`src/rtl/shift_reg_mm_pkg.sv`:
```
// Shared definitions for the multi-channel Avalon-MM shift-register peripheral:
// register map, CTRL/STATUS bit positions, ID magic and the length-clamp helper.
package shift_reg_mm_pkg;

  typedef enum logic [1:0] {
    REG_DATA   = 2'd0,
    REG_CTRL   = 2'd1,
    REG_STATUS = 2'd2,
    REG_ID     = 2'd3
  } reg_e;

  localparam int CTRL_START_BIT  = 0;
  localparam int CTRL_DIR_BIT    = 1;
  localparam int CTRL_IE_BIT     = 2;
  localparam int CTRL_LEN_LSB    = 8;
  localparam int LEN_W           = 6;

  localparam int STATUS_BUSY_BIT = 0;
  localparam int STATUS_DONE_BIT = 1;
  localparam int STATUS_ERR_BIT  = 2;

  localparam logic [7:0] ID_MAGIC = 8'h5A;

  // A zero or oversized LEN means "shift the whole register".
  function automatic logic [LEN_W-1:0] eff_len(input logic [LEN_W-1:0] len, input int data_w);
    if ((len == 6'd0) || (int'(len) > data_w)) begin
      eff_len = LEN_W'(data_w);
    end else begin
      eff_len = len;
    end
  endfunction

endpackage

```
`src/rtl/shift_reg_mm_chan.sv`:
```
// One shift-register channel: shift register, clock divider, bit counter,
// BUSY/DONE/ERR flags, registered serial output and the active-low done pulse.
// Optional feature: SHIFT_REG_MM_IRQ_EN adds the CTRL interrupt-enable bit.
module shift_reg_mm_chan
  import shift_reg_mm_pkg::*;
#(
  parameter int DATA_W  = 32,
  parameter int CLK_DIV = 4
) (
  input  logic        clk,
  input  logic        rst_n,
  input  logic        wr_en,
  input  logic [1:0]  reg_sel,
  input  logic [31:0] wdata,
  input  logic        ser_in,
  output logic        ser_out,
  output logic        resp_n,
  output logic        irq_req,
  output logic [31:0] rdata
);

  localparam int DIV_W = (CLK_DIV > 1) ? $clog2(CLK_DIV) : 1;
  localparam logic [DIV_W-1:0] DIV_LAST = DIV_W'(CLK_DIV - 1);

  logic [DATA_W-1:0] sreg_r, sreg_s;
  logic [DIV_W-1:0]  div_r, div_s;
  logic [LEN_W-1:0]  cnt_r, cnt_s;
  logic [LEN_W-1:0]  len_cfg_r, len_cfg_s;
  logic              busy_r, busy_s;
  logic              done_r, done_s;
  logic              err_r, err_s;
  logic              dir_act_r, dir_act_s;
  logic              dir_cfg_r, dir_cfg_s;
  logic              ie_r, ie_s;
  logic              ser_out_r, ser_out_s;
  logic              resp_n_r, resp_n_s;
  logic              irq_r, irq_s;

  // Shift candidates carry one extra bit so DATA_W=1 needs no special case.
  logic [DATA_W:0]   shl_s;
  logic [DATA_W:0]   shr_s;
  assign shl_s = {sreg_r, ser_in};
  assign shr_s = {ser_in, sreg_r};

  // Upper write-data bits are only meaningful for some registers.
  logic unused_wdata_s;
  assign unused_wdata_s = ^wdata;

  // Next-state: MM writes first, then the shift engine so completion overrides a W1C of DONE.
  always_comb begin
    sreg_s    = sreg_r;
    div_s     = div_r;
    cnt_s     = cnt_r;
    len_cfg_s = len_cfg_r;
    busy_s    = busy_r;
    done_s    = done_r;
    err_s     = err_r;
    dir_act_s = dir_act_r;
    dir_cfg_s = dir_cfg_r;
    ie_s      = ie_r;
    ser_out_s = ser_out_r;
    resp_n_s  = 1'b1;

    if (wr_en) begin
      case (reg_e'(reg_sel))
        REG_DATA: begin
          if (busy_r) begin
            err_s = 1'b1;
          end else begin
            sreg_s = wdata[DATA_W-1:0];
          end
        end
        REG_CTRL: begin
          dir_cfg_s = wdata[CTRL_DIR_BIT];
          len_cfg_s = wdata[CTRL_LEN_LSB +: LEN_W];
`ifdef SHIFT_REG_MM_IRQ_EN
          ie_s      = wdata[CTRL_IE_BIT];
`else
          ie_s      = 1'b0;
`endif
          if (wdata[CTRL_START_BIT]) begin
            if (busy_r) begin
              err_s = 1'b1;
            end else begin
              busy_s    = 1'b1;
              done_s    = 1'b0;
              div_s     = '0;
              cnt_s     = eff_len(wdata[CTRL_LEN_LSB +: LEN_W], DATA_W);
              dir_act_s = wdata[CTRL_DIR_BIT];
              ser_out_s = wdata[CTRL_DIR_BIT] ? sreg_r[0] : sreg_r[DATA_W-1];
            end
          end else begin
            busy_s = busy_r;
          end
        end
        REG_STATUS: begin
          if (wdata[STATUS_DONE_BIT]) begin
            done_s = 1'b0;
          end else begin
            done_s = done_r;
          end
          if (wdata[STATUS_ERR_BIT]) begin
            err_s = 1'b0;
          end else begin
            err_s = err_r;
          end
        end
        default: begin
          sreg_s = sreg_r;
        end
      endcase
    end else begin
      sreg_s = sreg_r;
    end

    if (busy_r) begin
      if (div_r == DIV_LAST) begin
        div_s     = '0;
        sreg_s    = dir_act_r ? shr_s[DATA_W:1] : shl_s[DATA_W-1:0];
        ser_out_s = dir_act_r ? sreg_s[0] : sreg_s[DATA_W-1];
        cnt_s     = cnt_r - LEN_W'(1);
        if (cnt_r == LEN_W'(1)) begin
          busy_s   = 1'b0;
          done_s   = 1'b1;
          resp_n_s = 1'b0;
        end else begin
          busy_s   = 1'b1;
        end
      end else begin
        div_s = div_r + DIV_W'(1);
      end
    end else begin
      div_s = div_s;
    end

    irq_s = done_s & ie_s;
  end

  // State registers; reset idles the channel immediately and suppresses any pulse.
  always_ff @(posedge clk or negedge rst_n) begin
    if (!rst_n) begin
      sreg_r    <= '0;
      div_r     <= '0;
      cnt_r     <= '0;
      len_cfg_r <= '0;
      busy_r    <= 1'b0;
      done_r    <= 1'b0;
      err_r     <= 1'b0;
      dir_act_r <= 1'b0;
      dir_cfg_r <= 1'b0;
      ie_r      <= 1'b0;
      ser_out_r <= 1'b0;
      resp_n_r  <= 1'b1;
      irq_r     <= 1'b0;
    end else begin
      sreg_r    <= sreg_s;
      div_r     <= div_s;
      cnt_r     <= cnt_s;
      len_cfg_r <= len_cfg_s;
      busy_r    <= busy_s;
      done_r    <= done_s;
      err_r     <= err_s;
      dir_act_r <= dir_act_s;
      dir_cfg_r <= dir_cfg_s;
      ie_r      <= ie_s;
      ser_out_r <= ser_out_s;
      resp_n_r  <= resp_n_s;
      irq_r     <= irq_s;
    end
  end

  // Register view for the top-level read mux (ID is supplied by the top).
  always_comb begin
    rdata = 32'h0;
    case (reg_e'(reg_sel))
      REG_DATA: begin
        rdata = 32'(sreg_r);
      end
      REG_CTRL: begin
        rdata[CTRL_DIR_BIT]               = dir_cfg_r;
        rdata[CTRL_IE_BIT]                = ie_r;
        rdata[CTRL_LEN_LSB +: LEN_W]      = len_cfg_r;
      end
      REG_STATUS: begin
        rdata[STATUS_BUSY_BIT] = busy_r;
        rdata[STATUS_DONE_BIT] = done_r;
        rdata[STATUS_ERR_BIT]  = err_r;
      end
      default: begin
        rdata = 32'h0;
      end
    endcase
  end

  assign ser_out = ser_out_r;
  assign resp_n  = resp_n_r;
  assign irq_req = irq_r;

endmodule

```
`src/rtl/shift_reg_mm_multi.sv`:
```
// Multi-channel Avalon-MM serial shift-register peripheral. Address is
// {channel, reg[1:0]}; read data has fixed latency 1 and no waitrequest.
// Optional feature: SHIFT_REG_MM_IRQ_EN adds the irq output (OR of DONE & IE).
module shift_reg_mm_multi
  import shift_reg_mm_pkg::*;
#(
  parameter int NUM_CH  = 2,
  parameter int DATA_W  = 32,
  parameter int CLK_DIV = 4,
  parameter int ADDR_W  = $clog2(NUM_CH) + 2
) (
  input  logic              clk_clk,
  input  logic              reset_reset_n,
  input  logic [ADDR_W-1:0] avs_address,
  input  logic              avs_write,
  input  logic [31:0]       avs_writedata,
  input  logic              avs_read,
  output logic [31:0]       avs_readdata,
  input  logic [NUM_CH-1:0] ser_in,
  output logic [NUM_CH-1:0] ser_out,
  output logic [NUM_CH-1:0] writeresponsevalid_n
`ifdef SHIFT_REG_MM_IRQ_EN
  ,
  output logic              irq
`endif
);

  localparam logic [31:0] ID_VALUE = {8'h00, 8'(NUM_CH), 8'(DATA_W), ID_MAGIC};

  logic [ADDR_W-1:0] ch_sel_s;
  logic [1:0]        reg_sel_s;
  logic              ch_valid_s;
  logic [NUM_CH-1:0] ch_wr_s;
  logic [NUM_CH-1:0] irq_req_s;
  logic [31:0]       chan_rdata_s [NUM_CH];
  logic [31:0]       rd_mux_s;

  assign ch_sel_s   = avs_address >> 2;
  assign reg_sel_s  = avs_address[1:0];
  assign ch_valid_s = (ch_sel_s < ADDR_W'(NUM_CH));

  for (genvar gi = 0; gi < NUM_CH; gi++) begin : g_ch
    assign ch_wr_s[gi] = avs_write & (ch_sel_s == ADDR_W'(gi));

    shift_reg_mm_chan #(
      .DATA_W  (DATA_W),
      .CLK_DIV (CLK_DIV)
    ) u_chan (
      .clk     (clk_clk),
      .rst_n   (reset_reset_n),
      .wr_en   (ch_wr_s[gi]),
      .reg_sel (reg_sel_s),
      .wdata   (avs_writedata),
      .ser_in  (ser_in[gi]),
      .ser_out (ser_out[gi]),
      .resp_n  (writeresponsevalid_n[gi]),
      .irq_req (irq_req_s[gi]),
      .rdata   (chan_rdata_s[gi])
    );
  end

  // Read mux: selected channel's register, constant ID, zero for absent channels.
  always_comb begin
    rd_mux_s = 32'h0;
    for (int i = 0; i < NUM_CH; i++) begin
      if (ch_sel_s == ADDR_W'(i)) begin
        rd_mux_s = chan_rdata_s[i];
      end else begin
        rd_mux_s = rd_mux_s;
      end
    end
    if (!ch_valid_s) begin
      rd_mux_s = 32'h0;
    end else if (reg_e'(reg_sel_s) == REG_ID) begin
      rd_mux_s = ID_VALUE;
    end else begin
      rd_mux_s = rd_mux_s;
    end
  end

  // Registered read data, returned one cycle after the read strobe.
  always_ff @(posedge clk_clk or negedge reset_reset_n) begin
    if (!reset_reset_n) begin
      avs_readdata <= 32'h0;
    end else if (avs_read) begin
      avs_readdata <= rd_mux_s;
    end else begin
      avs_readdata <= 32'h0;
    end
  end

`ifdef SHIFT_REG_MM_IRQ_EN
  assign irq = |irq_req_s;
`else
  logic unused_irq_s;
  assign unused_irq_s = |irq_req_s;
`endif

endmodule

```
`config.mk`:
```
export PLATFORM = sky130hd
export DESIGN_NAME = shift_reg_mm_multi
export DESIGN_NICKNAME = d
export VERILOG_FILES = /design/src/rtl/shift_reg_mm_pkg.sv /design/src/rtl/shift_reg_mm_chan.sv /design/src/rtl/shift_reg_mm_multi.sv
export SDC_FILE = /design/constraint.sdc
export NUM_CORES = 1
export LEC_CHECK = 0
export CAP_MARGIN = 10
export CELL_PAD_IN_SITES_DETAIL_PLACEMENT = 1
export CELL_PAD_IN_SITES_GLOBAL_PLACEMENT = 1
export CORE_MARGIN = 2
export CORE_UTILIZATION = 30
export CTS_CLUSTER_DIAMETER = 60
export DETAILED_ROUTE_END_ITERATION = 8
export PLACE_DENSITY = 0.57
export SLEW_MARGIN = 10
export SYNTH_ARGS = -nofsm -noshare
export SYNTH_HDL_FRONTEND = slang
export SYNTH_HIERARCHICAL = 1
export SYNTH_SLANG_ARGS = --single-unit
export TNS_END_PERCENT = 30
```
`constraint.sdc`:
```
create_clock -name clk_clk -period 2.3 [get_ports clk_clk]
set_input_delay 0.23 -clock clk_clk [delete_from_list [all_inputs] [get_ports clk_clk]]
set_output_delay 0.23 -clock clk_clk [all_outputs]
set_load 0.02 [all_outputs]
```
==> run_results.csv <==
group,metric,value,unit
setup_path,arrival,2230,ps
global_routing,met1_usage,26.1,%
setup_path,max_stage_delay,610,ps
clock_tree,hold_buffers,1,
floorplan,rows,59,
clock_tree,clockRootBuffer,"clkbuf_16",
status,status,"finished clean",
yosys,ys_warn_count,6,
clock_tree,cts_num_sinks,140,
sta,tightest_slew,662,ps
setup_path,worst-path-buf-inv,1,
layout,drive_gt1_share,11.9,%
pwr,leakagePower,4.09,nW
floorplan,fp.dieArea,27700,um^2
global_routing,antenna_found_initial,0,
layout,area_growth,23.4,%
run,maxCapViolCount,0,
sta,fin_skew,10.3,ps
layout,diodes,0,
yosys,synth_cells,844,
global_routing,met2_usage,30.2,%
setup_path,startpoint_type,"flip-flop",
sta,finalSetupTns,0,ps
place,placement.cell_area,9060,um^2
floorplan,start_util,30.4,%
route,routedWlPerCell,19.9,um
global_routing,grt_pass1_wl,40.2,mm
pwr,irDropWorstVdd,427,uV
setup_path,crit_path_top_delay_cell,"dfrtp_1",
route,drt-total-wl,25.1,mm
clock_tree,cts_resized,0,
sta,period_share,85.4,%
yosys,syn_nets,901,
route,drc,0,
setup_path,critPathKind,"flip-flop to flip-flop",
setup_path,crit_fanout,30,
route,vias_per_cell,5.20,
layout,fin_nets,966,
sta,max_freq,0.509,GHz
global_routing,grt_use_total,18.5,%
route,vias,6532,
sta,finalCriticalPeriod,1960,ps
clock_tree,insertion_delay,430,ps
sta,slew_violations,0,
layout,fillers,2942,
floorplan,chipWidth,166,um
route,drt_iter0_drc,373,
clock_tree,cts_buffers,17,
global_routing,grt_max_degree,69,
setup_path,cp_top_family,"flip-flops",
global_routing,overflow,0,
route,firstDrtPassIters,5,
global_routing,groute.layer.met3.usage,3.05,%
clock_tree,cts_buffer_depth,2,
clock_tree,clk_pin_slew_worst_paths,70,ps
place,gp_congestion,0.734,
yosys,netlist_area,7900,um^2
setup_path,end_kind,"flip-flop",
setup_path,r2r_start,"g_ch[1].u_chan/busy_r",
global_routing,grt_pass1_vias,6821,
pwr,power_density,945,nW/um^2
place,dp_hpwl,16.6,mm
floorplan,die_h,166,um
setup_path,cp.required,2570,ps
layout,design_area,9750,um^2
sta,slew_headroom,55.7,%
setup_path,path_cells,"nand2_2 > buf_4 > a211oi_1 > a31oi_1",
hold_path,hold_path_class,"input port to flip-flop",
clock_tree,h-tree-depth,4,
yosys,syn-mean-instance-area,9.36,um^2
floorplan,ios,77,
setup_path,crit_start,"g_ch[1].u_chan/busy_r",
route,final_antenna_net_count,0,
clock_tree,postCtsSetupBuffers,0,
sta,setup_viol,0,
floorplan,core-area,26000,um^2
sta,rsz0062_at_grt,"false",
sta,hold_violations,0,
place,place.port_buffers,76,
hold_path,min_from,"avs_address[2]",
clock_tree,cts_tree,"built",
global_routing,busiest_layer,"met2",
==> worst register-to-register path, stage by stage, from the launching register on <==
cell      delay, ps
dfrtp_1         610
nand2_2         500
buf_4           380
a211oi_1        250
a31oi_1          60
==> cells in the final DEF (no fill, tap or decap), drive strengths merged, types with 3 or more instances in the layout <==
cell and count:
nand2 157, dfrtp 138, clkdlybuf4s50 74, a211oi 71
nor2b 68, a31oi 64, and2 52, nor2 48
buf 35, mux2i 33, clkbuf 22, o21ai 19
ha 16, a21oi 15, inv 15, a22o 14
mux2 11, nor3 8, a21boi 6, bufinv 6
nand3 5, nor3b 5, a222oi 4, nand4b 4
a21bo 3
==> metal layers <==
layer	up-vias	wire length (um)
met4	0	298
met2	101	11800
met1	3303	12200
li1	3108	-
met5	-	0
met3	20	718
==> metrics by stage <==
stage	cells	total power, mW	hold slack [ps]	utilization [%]	setup slack [ps]
2_1_floorplan	844	5.14	-65.6	-	657
3_3_place_gp	1224	5.95	281	34.9	86.4
3_5_place_dp	1224	6.02	278	34.9	-6.41
4_1_cts	1257	9.31	259	37.5	335
5_1_grt	1257	9.78	296	37.5	129
6_report	1257	9.21	270	37.5	336
==> worst paths after layout <==
check                                                    to  slack (ps)  depth (start not counted)
min in group asynchronous         g_ch[0].u_chan/sreg_r[26]         380                          2
worst min register to register  g_ch[1].u_chan/len_cfg_r[5]         500                          2
worst max register to register     g_ch[1].u_chan/sreg_r[2]         340                          4
worst min-delay path                        avs_readdata[2]         270                          3
worst max-delay path               g_ch[1].u_chan/sreg_r[2]         340                          4
max in group asynchronous             g_ch[1].u_chan/resp_n        1190                          3
==> where the power goes <==
group	internal [mW]	switching (mW)
combinational	1.07	1.23
clock	2.10	1.14
sequential	3.04	0.634
==> final cells by class <==
class / instances / area [um^2] / share of cell area [%]
Inverter: 14 / 52.6 / 0.539
Sequential cell: 140 / 3510 / 36.0
Multi-Input combinational cell: 626 / 3940 / 40.4
Tap cell: 335 / 419 / 4.30
Clock buffer: 22 / 464 / 4.76
Timing Repair Buffer: 110 / 1150 / 11.8
Clock inverter: 10 / 210 / 2.16
==> registers in the layout (all words and copies together) (netlist names) <==
name,count
avs_readdata,32
g_ch.u_chan/done_r,2
g_ch.u_chan/resp_n,2
g_ch.u_chan/dir_act_r,2
g_ch.u_chan/cnt_r,12
g_ch.u_chan/len_cfg_r,12
g_ch.u_chan/sreg_r,64
g_ch.u_chan/ie_r,2
g_ch.u_chan/ser_out,2
g_ch.u_chan/busy_r,2
g_ch.u_chan/div_r,4
g_ch.u_chan/dir_cfg_r,2
g_ch.u_chan/err_r,2
No activity file was read; power rests on OpenSTA's default activity.
